File: config.mk
export PLATFORM = sky130hd
export DESIGN_NAME = issue_scoreboard_flat
export DESIGN_NICKNAME = d
export VERILOG_FILES = /design/src/rtl/issue_scoreboard_if.sv /design/src/rtl/issue_scoreboard.sv /design/src/flat_wrapper.sv
export SDC_FILE = /design/constraint.sdc
export NUM_CORES = 1
export LEC_CHECK = 0
export BUFFER_PORTS_ARGS = -buffer_cell sky130_fd_sc_hd__buf_2
export CORE_MARGIN = 2
export CORE_UTILIZATION = 57
export CTS_BUF_LIST = sky130_fd_sc_hd__clkbuf_4 sky130_fd_sc_hd__clkbuf_8 sky130_fd_sc_hd__clkbuf_16
export CTS_CLUSTER_DIAMETER = 120
export CTS_CLUSTER_SIZE = 40
export DETAILED_ROUTE_END_ITERATION = 10
export GPL_TIMING_DRIVEN = 0
export PLACE_DENSITY = 0.86
export SLEW_MARGIN = 20
export SYNTH_ARGS = -nofsm -noshare
export SYNTH_HDL_FRONTEND = slang
export SYNTH_SLANG_ARGS = --single-unit
File: constraint.sdc
create_clock -name clk -period 6.51 [get_ports clk]
set_input_delay 0.9765 -clock clk [delete_from_list [all_inputs] [get_ports clk]]
set_output_delay 0.9765 -clock clk [all_outputs]
set_load 0.03 [all_outputs]
File: src/rtl/issue_scoreboard_if.sv
// Issue scoreboard bus: decode handshake, issue handshake, writeback/LSU completion,
// flush, and scoreboard status.
//   master : decode/execute side (drives dec_*, iss_ready, wb_*, lsu_done, flush)
//   slave  : issue_scoreboard (drives dec_ready, iss_*, sb_pending, sb_busy)
interface issue_scoreboard_if;
  logic        dec_valid;
  logic [31:0] dec_instr;
  logic        dec_ready;
  logic        iss_valid;
  logic [31:0] iss_instr;
  logic [1:0]  iss_fu;
  logic        iss_ready;
  logic        wb_valid;
  logic [4:0]  wb_rd;
  logic        lsu_done;
  logic        flush;
  logic [31:0] sb_pending;
  logic        sb_busy;

  modport master (
    output dec_valid, dec_instr, iss_ready, wb_valid, wb_rd, lsu_done, flush,
    input  dec_ready, iss_valid, iss_instr, iss_fu, sb_pending, sb_busy
  );

  modport slave (
    input  dec_valid, dec_instr, iss_ready, wb_valid, wb_rd, lsu_done, flush,
    output dec_ready, iss_valid, iss_instr, iss_fu, sb_pending, sb_busy
  );
endinterface

File: src/rtl/issue_scoreboard.sv
// In-order issue controller between decode and execute.
// Classifies each instruction by opcode, tracks in-flight register writes in a scoreboard,
// stalls on RAW/WAW/LSU-busy hazards and presents accepted instructions through a single
// registered issue stage. A flush discards the issue stage and drains all in-flight work
// before issue resumes.
//
// Ports:
//   clk     : clock, rising edge
//   rst     : synchronous active-high reset
//   bus_io  : issue_scoreboard_if.slave
//     dec_valid/dec_instr/dec_ready   decode handshake
//     iss_valid/iss_instr/iss_fu/iss_ready  issue handshake (fu: 00 ALU 01 LSU 10 BR 11 illegal)
//     wb_valid/wb_rd                  writeback clears pending bit
//     lsu_done                        clears LSU busy
//     flush                           discard issue stage, drain
//     sb_pending/sb_busy              scoreboard status
//
// Optional feature: define SB_BYPASS_EN to let same-cycle writeback / lsu_done release
// hazards and DRAIN exit one cycle earlier.
module issue_scoreboard #(
  parameter int unsigned NREG = 32,
  parameter int unsigned FU_W = 2
) (
  input logic                clk,
  input logic                rst,
  issue_scoreboard_if.slave  bus_io
);

  localparam logic [FU_W-1:0] FuAlu = FU_W'(0);
  localparam logic [FU_W-1:0] FuLsu = FU_W'(1);
  localparam logic [FU_W-1:0] FuBr  = FU_W'(2);
  localparam logic [FU_W-1:0] FuIll = FU_W'(3);

  typedef enum logic {StRun, StDrain} state_e;

  state_e            state_q, state_d;
  logic [NREG-1:0]   pending_q, pending_d;
  logic              lsu_busy_q, lsu_busy_d;
  logic              iss_valid_q, iss_valid_d;
  logic [31:0]       iss_instr_q, iss_instr_d;
  logic [FU_W-1:0]   iss_fu_q, iss_fu_d;

  // Instruction decode
  logic [6:0]      opcode;
  logic [4:0]      rd, rs1, rs2;
  logic            use_rs1, use_rs2, use_rd, is_lsu;
  logic [FU_W-1:0] fu;

  assign opcode = bus_io.dec_instr[6:0];
  assign rd     = bus_io.dec_instr[11:7];
  assign rs1    = bus_io.dec_instr[19:15];
  assign rs2    = bus_io.dec_instr[24:20];

  always_comb begin
    use_rs1 = 1'b0;
    use_rs2 = 1'b0;
    use_rd  = 1'b0;
    is_lsu  = 1'b0;
    fu      = FuIll;
    case (opcode)
      7'b0110011: begin use_rs1 = 1'b1; use_rs2 = 1'b1; use_rd = 1'b1; fu = FuAlu; end
      7'b0010011: begin use_rs1 = 1'b1; use_rd = 1'b1; fu = FuAlu; end
      7'b0000011: begin use_rs1 = 1'b1; use_rd = 1'b1; is_lsu = 1'b1; fu = FuLsu; end
      7'b0100011: begin use_rs1 = 1'b1; use_rs2 = 1'b1; is_lsu = 1'b1; fu = FuLsu; end
      7'b1100011: begin use_rs1 = 1'b1; use_rs2 = 1'b1; fu = FuBr; end
      7'b1101111: begin use_rd = 1'b1; fu = FuBr; end
      7'b1100111: begin use_rs1 = 1'b1; use_rd = 1'b1; fu = FuBr; end
      7'b0110111,
      7'b0010111: begin use_rd = 1'b1; fu = FuAlu; end
      default: ;
    endcase
  end

  // Writeback clear mask; x0 is never pending so clearing it is harmless
  logic [NREG-1:0] wb_clr;
  assign wb_clr = bus_io.wb_valid ? (NREG'(1) << bus_io.wb_rd) : '0;

  // State the hazard check and drain exit look at
  logic [NREG-1:0] pend_eff;
  logic            lsu_eff;
`ifdef SB_BYPASS_EN
  assign pend_eff = pending_q & ~wb_clr;
  assign lsu_eff  = lsu_busy_q & ~bus_io.lsu_done;
`else
  assign pend_eff = pending_q;
  assign lsu_eff  = lsu_busy_q;
`endif

  logic hazard, accept, drain_done;
  logic [NREG-1:0] set_mask;

  always_comb begin
    hazard = 1'b0;
    if (use_rs1 && (rs1 != 5'd0) && pend_eff[rs1]) hazard = 1'b1;
    if (use_rs2 && (rs2 != 5'd0) && pend_eff[rs2]) hazard = 1'b1;
    if (use_rd  && (rd  != 5'd0) && pend_eff[rd])  hazard = 1'b1;
    if (is_lsu && lsu_eff)                         hazard = 1'b1;
  end

  assign bus_io.dec_ready = !rst && (state_q == StRun) && !bus_io.flush && !hazard &&
                            (!iss_valid_q || bus_io.iss_ready);
  assign accept     = bus_io.dec_valid && bus_io.dec_ready;
  assign set_mask   = (accept && use_rd && (rd != 5'd0)) ? (NREG'(1) << rd) : '0;
  assign drain_done = (pend_eff == '0) && !lsu_eff;

  always_comb begin
    // Set is ORed after clear so a same-cycle set of the written-back register wins
    pending_d   = (pending_q & ~wb_clr) | set_mask;
    lsu_busy_d  = (lsu_busy_q & ~bus_io.lsu_done) | (accept && is_lsu);
    iss_valid_d = iss_valid_q;
    iss_instr_d = iss_instr_q;
    iss_fu_d    = iss_fu_q;
    state_d     = state_q;

    if (bus_io.flush) begin
      iss_valid_d = 1'b0;
    end else if (accept) begin
      iss_valid_d = 1'b1;
      iss_instr_d = bus_io.dec_instr;
      iss_fu_d    = fu;
    end else if (bus_io.iss_ready) begin
      iss_valid_d = 1'b0;
    end

    case (state_q)
      StRun:   if (bus_io.flush) state_d = StDrain;
      StDrain: if (!bus_io.flush && drain_done) state_d = StRun;
      default: state_d = StRun;
    endcase
  end

  always_ff @(posedge clk) begin
    if (rst) begin
      state_q     <= StRun;
      pending_q   <= '0;
      lsu_busy_q  <= 1'b0;
      iss_valid_q <= 1'b0;
      iss_instr_q <= '0;
      iss_fu_q    <= '0;
    end else begin
      state_q     <= state_d;
      pending_q   <= pending_d;
      lsu_busy_q  <= lsu_busy_d;
      iss_valid_q <= iss_valid_d;
      iss_instr_q <= iss_instr_d;
      iss_fu_q    <= iss_fu_d;
    end
  end

  assign bus_io.iss_valid  = iss_valid_q;
  assign bus_io.iss_instr  = iss_instr_q;
  assign bus_io.iss_fu     = iss_fu_q;
  assign bus_io.sb_pending = pending_q;
  assign bus_io.sb_busy    = (|pending_q) || lsu_busy_q || (state_q == StDrain);

endmodule

File: src/flat_wrapper.sv
// flat-port wrapper written by rule: the top's interface ports become plain ports
module issue_scoreboard_flat 
#(
  parameter int unsigned NREG = 32,
  parameter int unsigned FU_W = 2
)
  (clk, rst, bus_io_dec_valid, bus_io_dec_instr, bus_io_iss_ready, bus_io_wb_valid, bus_io_wb_rd, bus_io_lsu_done, bus_io_flush, bus_io_dec_ready, bus_io_iss_valid, bus_io_iss_instr, bus_io_iss_fu, bus_io_sb_pending, bus_io_sb_busy);
  issue_scoreboard_if bus_io_i ();
  input logic clk;
  input logic rst;
  input wire logic [$bits(bus_io_i.dec_valid)-1:0] bus_io_dec_valid;
  input wire logic [$bits(bus_io_i.dec_instr)-1:0] bus_io_dec_instr;
  input wire logic [$bits(bus_io_i.iss_ready)-1:0] bus_io_iss_ready;
  input wire logic [$bits(bus_io_i.wb_valid)-1:0] bus_io_wb_valid;
  input wire logic [$bits(bus_io_i.wb_rd)-1:0] bus_io_wb_rd;
  input wire logic [$bits(bus_io_i.lsu_done)-1:0] bus_io_lsu_done;
  input wire logic [$bits(bus_io_i.flush)-1:0] bus_io_flush;
  output wire logic [$bits(bus_io_i.dec_ready)-1:0] bus_io_dec_ready;
  output wire logic [$bits(bus_io_i.iss_valid)-1:0] bus_io_iss_valid;
  output wire logic [$bits(bus_io_i.iss_instr)-1:0] bus_io_iss_instr;
  output wire logic [$bits(bus_io_i.iss_fu)-1:0] bus_io_iss_fu;
  output wire logic [$bits(bus_io_i.sb_pending)-1:0] bus_io_sb_pending;
  output wire logic [$bits(bus_io_i.sb_busy)-1:0] bus_io_sb_busy;
  assign bus_io_i.dec_valid = bus_io_dec_valid;
  assign bus_io_i.dec_instr = bus_io_dec_instr;
  assign bus_io_i.iss_ready = bus_io_iss_ready;
  assign bus_io_i.wb_valid = bus_io_wb_valid;
  assign bus_io_i.wb_rd = bus_io_wb_rd;
  assign bus_io_i.lsu_done = bus_io_lsu_done;
  assign bus_io_i.flush = bus_io_flush;
  assign bus_io_dec_ready = bus_io_i.dec_ready;
  assign bus_io_iss_valid = bus_io_i.iss_valid;
  assign bus_io_iss_instr = bus_io_i.iss_instr;
  assign bus_io_iss_fu = bus_io_i.iss_fu;
  assign bus_io_sb_pending = bus_io_i.sb_pending;
  assign bus_io_sb_busy = bus_io_i.sb_busy;
  issue_scoreboard #(.NREG(NREG), .FU_W(FU_W)) u_core (.clk(clk), .rst(rst), .bus_io(bus_io_i));
endmodule
Yosys cells after proc, flatten, opt, wreduce, memory -nomap -nowiden
Index checks and enable logic that the tools add are counted.

Bits in registers: 69. Output and inout bits: 69.

Equality and inequality tests: 9. Mux-type cells: 22. Bitwise logic cells: 8. Magnitude comparators: 3. Reduce and logical (&&, ||, !) cells: 39. Shift-type cells: 2.

Operators by type and width (count): 32-bit 2-to-1 mux (2); 1-bit by 5-bit << shifter with 32-bit output, first input constant (2); 32-bit AND (1); 32-bit logical NOT (1); 32-bit NOT (1); 32-bit OR (1); 32-bit OR reduction (1); 7-bit by 6-bit equality test with 1-bit output, second input constant (3); 7-bit equality test, second input constant (3); 5-bit by 6-bit less-than comparator with 1-bit output, second input constant (3); 1-bit logical AND (17); 1-bit binary-select mux with 5-bit select (3); 1-bit 2-to-1 mux (15); 5-bit nonzero test (3); 7-bit by 5-bit equality test with 1-bit output, second input constant (2); 7-bit by 2-bit equality test with 1-bit output, second input constant (1); 7-bit OR reduction (1); 2-bit case mux with 3 select lines (1); 3-bit OR reduction (2); 6-bit OR reduction (1); 1-bit logical NOT (5); 2-bit OR reduction (2); 4-bit OR reduction (1); 1-bit logical OR (3); 6 further kinds (8).

Depth between registers and ports, before layout
Depth in word-level cells: 17. Mapped depth: 10. Mapped depth without buffers: 6.

Least setup slack after synthesis
OpenSTA, ideal clock, no wires.

Kind: input -> output. Start point: in bus_io_dec_instr[8]. End point: out bus_io_dec_ready. Data required time: 5534 ps. Stages: 7. Setup slack: 2820 ps. Data arrival time: 2713 ps. Path through: buf_6 > mux2_2 > mux4_2 > a2bb2oi_1 > nand4_1 > nand3_1 > a31oi_1.

Cells in the longest elaborated chain, start to end: 8.

Ends and longest elaborated chain: start, declared (line flat_wrapper.sv:12) `input wire logic [$bits(bus_io_i.dec_instr)-1:0] bus_io_dec_instr;`; 1-bit binary-select mux with 5-bit select or 5-bit nonzero test (tied branches) (line issue_scoreboard.sv:96) `if (use_rd && (rd != 5'd0) && pend_eff[rd]) hazard = 1'b1;`; 1-bit 2-to-1 mux (implied by the code) or 1-bit logical AND (tied branches) (line issue_scoreboard.sv:96); 1-bit logical AND * (line issue_scoreboard.sv:96); 1-bit 2-to-1 mux * (line issue_scoreboard.sv:96); 1-bit 2-to-1 mux * (line issue_scoreboard.sv:97) `if (is_lsu && lsu_eff) hazard = 1'b1;`; 1-bit logical NOT * (line issue_scoreboard.sv:100) `assign bus_io.dec_ready = !rst && (state_q == StRun) && !bus_io.flush && !hazard &&`; 1-bit logical AND * (2 in a row) (line issue_scoreboard.sv:100); end, declared (line flat_wrapper.sv:18) `output wire logic [$bits(bus_io_i.dec_ready)-1:0] bus_io_dec_ready;`.

Mark *: on every way between the ends. The rest lies on a longest branch, timed or not. The select of a mux whose other input is x is not followed.

Worst setup path in the final report
Start point: in bus_io_dec_instr[3]. End point: out bus_io_dec_ready.

Cells in the longest elaborated chain, start to end: 12.

Ends and longest elaborated chain: 7-bit by 6-bit equality test with 1-bit output, or another cell as far along (line issue_scoreboard.sv:60) `case (opcode)`; 6-bit OR reduction (no line); 1-bit 2-to-1 mux (line issue_scoreboard.sv:60); 1-bit logical AND (2 in a row) (line issue_scoreboard.sv:94) `if (use_rs1 && (rs1 != 5'd0) && pend_eff[rs1]) hazard = 1'b1;`; 1-bit 2-to-1 mux (line issue_scoreboard.sv:94); 1-bit 2-to-1 mux (line issue_scoreboard.sv:95) `if (use_rs2 && (rs2 != 5'd0) && pend_eff[rs2]) hazard = 1'b1;`; 1-bit 2-to-1 mux (line issue_scoreboard.sv:96); 1-bit 2-to-1 mux * (line issue_scoreboard.sv:97); 1-bit logical NOT * (line issue_scoreboard.sv:100); 1-bit logical AND * (2 in a row) (line issue_scoreboard.sv:100).

Mark *: on every way between the ends. The rest lies on a longest branch, timed or not.

==> reports/metrics.cfg <==
[outcome]
outcome = completed

[grt]
grt-ovfl-total = 0
busiest_layer = met2
grtUsageMet2_pct = 55.0
grt_util_all_layers_pct = 33.2
grt_pass1_vias = 3876
use_met3_pct = 6.16
antenna_found_initial = 0
grt_pass1_wl_um = 19200
grt_max_degree = 13
gr-usage-met1_pct = 40.5

[clock_tree]
cts_setup_buffers = 0
clock-root-buffer = clkbuf_8
holdBufCountCts = 0
cts_buffer_depth = 2
cts.sinks = 69
cts.repair.resized = 0
cts_tree = built
h-tree-depth = 3
cts_made_buffers = 9
clkLatencyLatePin_ns = 0.36
clkTransAtPathRegs_ns = 0.08

[floorplan]
num_rows = 30
io_pins = 113
die_w_um = 87.5
die_area_um2 = 7650
die_height_um = 87.5
start_util_pct = 58.8
core_area_um2 = 6760

[critical_path]
worstSetupPathType = in -> out
worst_ep_arrival_time_ns = 2.92
timing.rr.start = u_core.bus_io.sb_pending[7]$_SDFF_PP0_
worst_setup_path_end_kind = primary output
critPathMaxFanout = 4
cp.required_ns = 5.53
critPathLaunchType = input port
startpoint = bus_io_dec_instr[3]

[timing]
drv_slew = 0
setup_viol = 0
fmax_mhz = 256
setup_tns_ns = 0
fin_crit_sh_pct = 59.9
worst_pin_slew_ns = 1.08
relSlewSlack_pct = 27.2
finalClockSkew_ns = 0.00929
worst_slack_ns = 2.61
rsz0062_at_grt = false
hold_violations = 0
layout_min_cycle_time_ns = 3.90

[layout]
area_growth_pct = 21.9
antenna_cells = 0
mostFrequentLayoutCells = 107 x buf_2, 69 x dfxtp_1, 45 x nand3_1
fin_cells = 628
final_nets = 587
final_util_pct = 71.6
final_common_cell = buf_2
drive_above_1_share_pct = 32.7

[hold_path]
hold_path_class = reg -> reg
hp-start = u_core.bus_io.iss_instr[10]$_SDFFE_PP0P_

[logic_synthesis]
synth_top_area_cell = dfxtp_1
async_flop_share_pct = 0
synth.area.top_cells = dfxtp_1 35%, mux4_2 9.6%, mux2_2 6.8%
syn_avg_cell_area_um2 = 9.28
syn_area_um2 = 3970
synth_top_area_share_pct = 34.8
yosys_warnings = 0
synth_edf_count = 0
synth-main-ff-cell = dfxtp_1
ys_ff_latch = 69
synth_cells = 428
synth_nets = 472
ys_types = 47
synth_seq_area_share_pct = 34.8

[placed_design]
hpwl_um = 9280
dp_slack_ns = 2.65
io_buffer_count = 104
dp_cells = 612
place.gp.congestion = 0.994

[drt]
firstDrtPassIters = 6
via_per_inst = 6.45
postRouteAntennaNets = 0
drt_iter0_markers = 343
wirelength_um = 12800
avgRoutedWirePerCell_um = 20.4
dr_total_vias = 4049
drcViolationCount = 0

[power_and_ir_drop]
ir_worst_vdd_v = 0.000128
power.density_nw_per_um2 = 210
leakagePower_nw = 2.14

[run]
cap_violations = 0

[power by group]
group	leakage, nW	switching (mW)	total [mW]	internal, mW
clock	0.120	0.177	0.436	0.259
sequential	0.560	0.00484	0.438	0.433
combinational	1.46	0.0931	0.143	0.0500
[Yosys cell counts (3+ instances only)]
| cell | number |
|---|---|
| a21oi_1 | 5 |
| buf_2 | 3 |
| buf_4 | 3 |
| buf_6 | 6 |
| clkbuf_1 | 15 |
| clkinv_1 | 3 |
| dfxtp_1 | 69 |
| inv_1 | 12 |
| mux2_1 | 6 |
| mux2_2 | 24 |
| mux2i_1 | 25 |
| mux4_2 | 17 |
| nand2_1 | 29 |
| nand2b_1 | 6 |
| nand3_1 | 45 |
| nand4_1 | 6 |
| nor2_1 | 16 |
| nor2b_1 | 31 |
| nor3_1 | 12 |
| nor4_1 | 7 |
| o211ai_1 | 16 |
| o21ai_0 | 26 |
| o311ai_0 | 8 |
| o31ai_1 | 5 |
| or2_2 | 3 |
[state kept, by name, summed over array words and instances (netlist names)]
register,count
u_core.lsu_busy_q,1
u_core.bus_io.iss_fu,2
u_core.state_q,1
u_core.bus_io.iss_valid,1
u_core.bus_io.iss_instr,32
u_core.bus_io.sb_pending,32
[layout make-up]
| type | count | area [µm²] |
|---|---|---|
| clock buffers | 10 | 131 |
| clock inverters | 6 | 111 |
| repair buffers | 104 | 520 |
| multi-input cells | 315 | 2370 |
| flip-flops and latches | 69 | 1380 |
| plain buffers | 29 | 169 |
| well taps | 80 | 100 |
| inverters | 15 | 56.3 |
| fillers | 531 | 1920 |
[worst max-delay path, stage by stage]
cell	delay (ns)
buf_2	0.11
nand3b_1	0.21
a2111oi_0	0.76
nor3b_1	0.37
a211oi_2	0.14
nand3_1	0.10
a31oi_1	0.05
buf_2	0.19
[layer usage]
metal,vias to the layer above,share of wire (%)
met3,57,10
li1,1825,-
met5,-,0
met4,0,3.7
met2,298,48
met1,1869,38
[cells by family after synthesis]
logic type	count (synthesis)	share of synthesized area, %
simple gates	164	21.4
compound gates	78	13.4
mux	73	24.8
buf+inv	44	5.67
flops	69	34.8
[path summary, 6_finish.rpt]
check                                             end  slack [ns]  cells after the start
max                                  bus_io_dec_ready        2.61                      8
min          u_core.bus_io.iss_instr[10]$_SDFFE_PP0P_        0.46                      2
max reg2reg   u_core.bus_io.sb_pending[28]$_SDFF_PP0_        3.80                      8
min reg2reg  u_core.bus_io.iss_instr[10]$_SDFFE_PP0P_        0.46                      2
[through the flow]
| stage | instance area (µm²) | hold WS (ns) | power, mW |
|---|---|---|---|
| finish | 4840 | 0.461 | 1.02 |
| global route | 4840 | 0.489 | 1.04 |
| CTS | 4840 | 0.466 | 1.01 |
| detailed placement | 4590 | 0.456 | 0.588 |
| global placement | 4590 | 0.444 | 0.585 |
| floorplan | 3970 | 0.466 | 0.541 |
(Power assumes the default switching activity.)
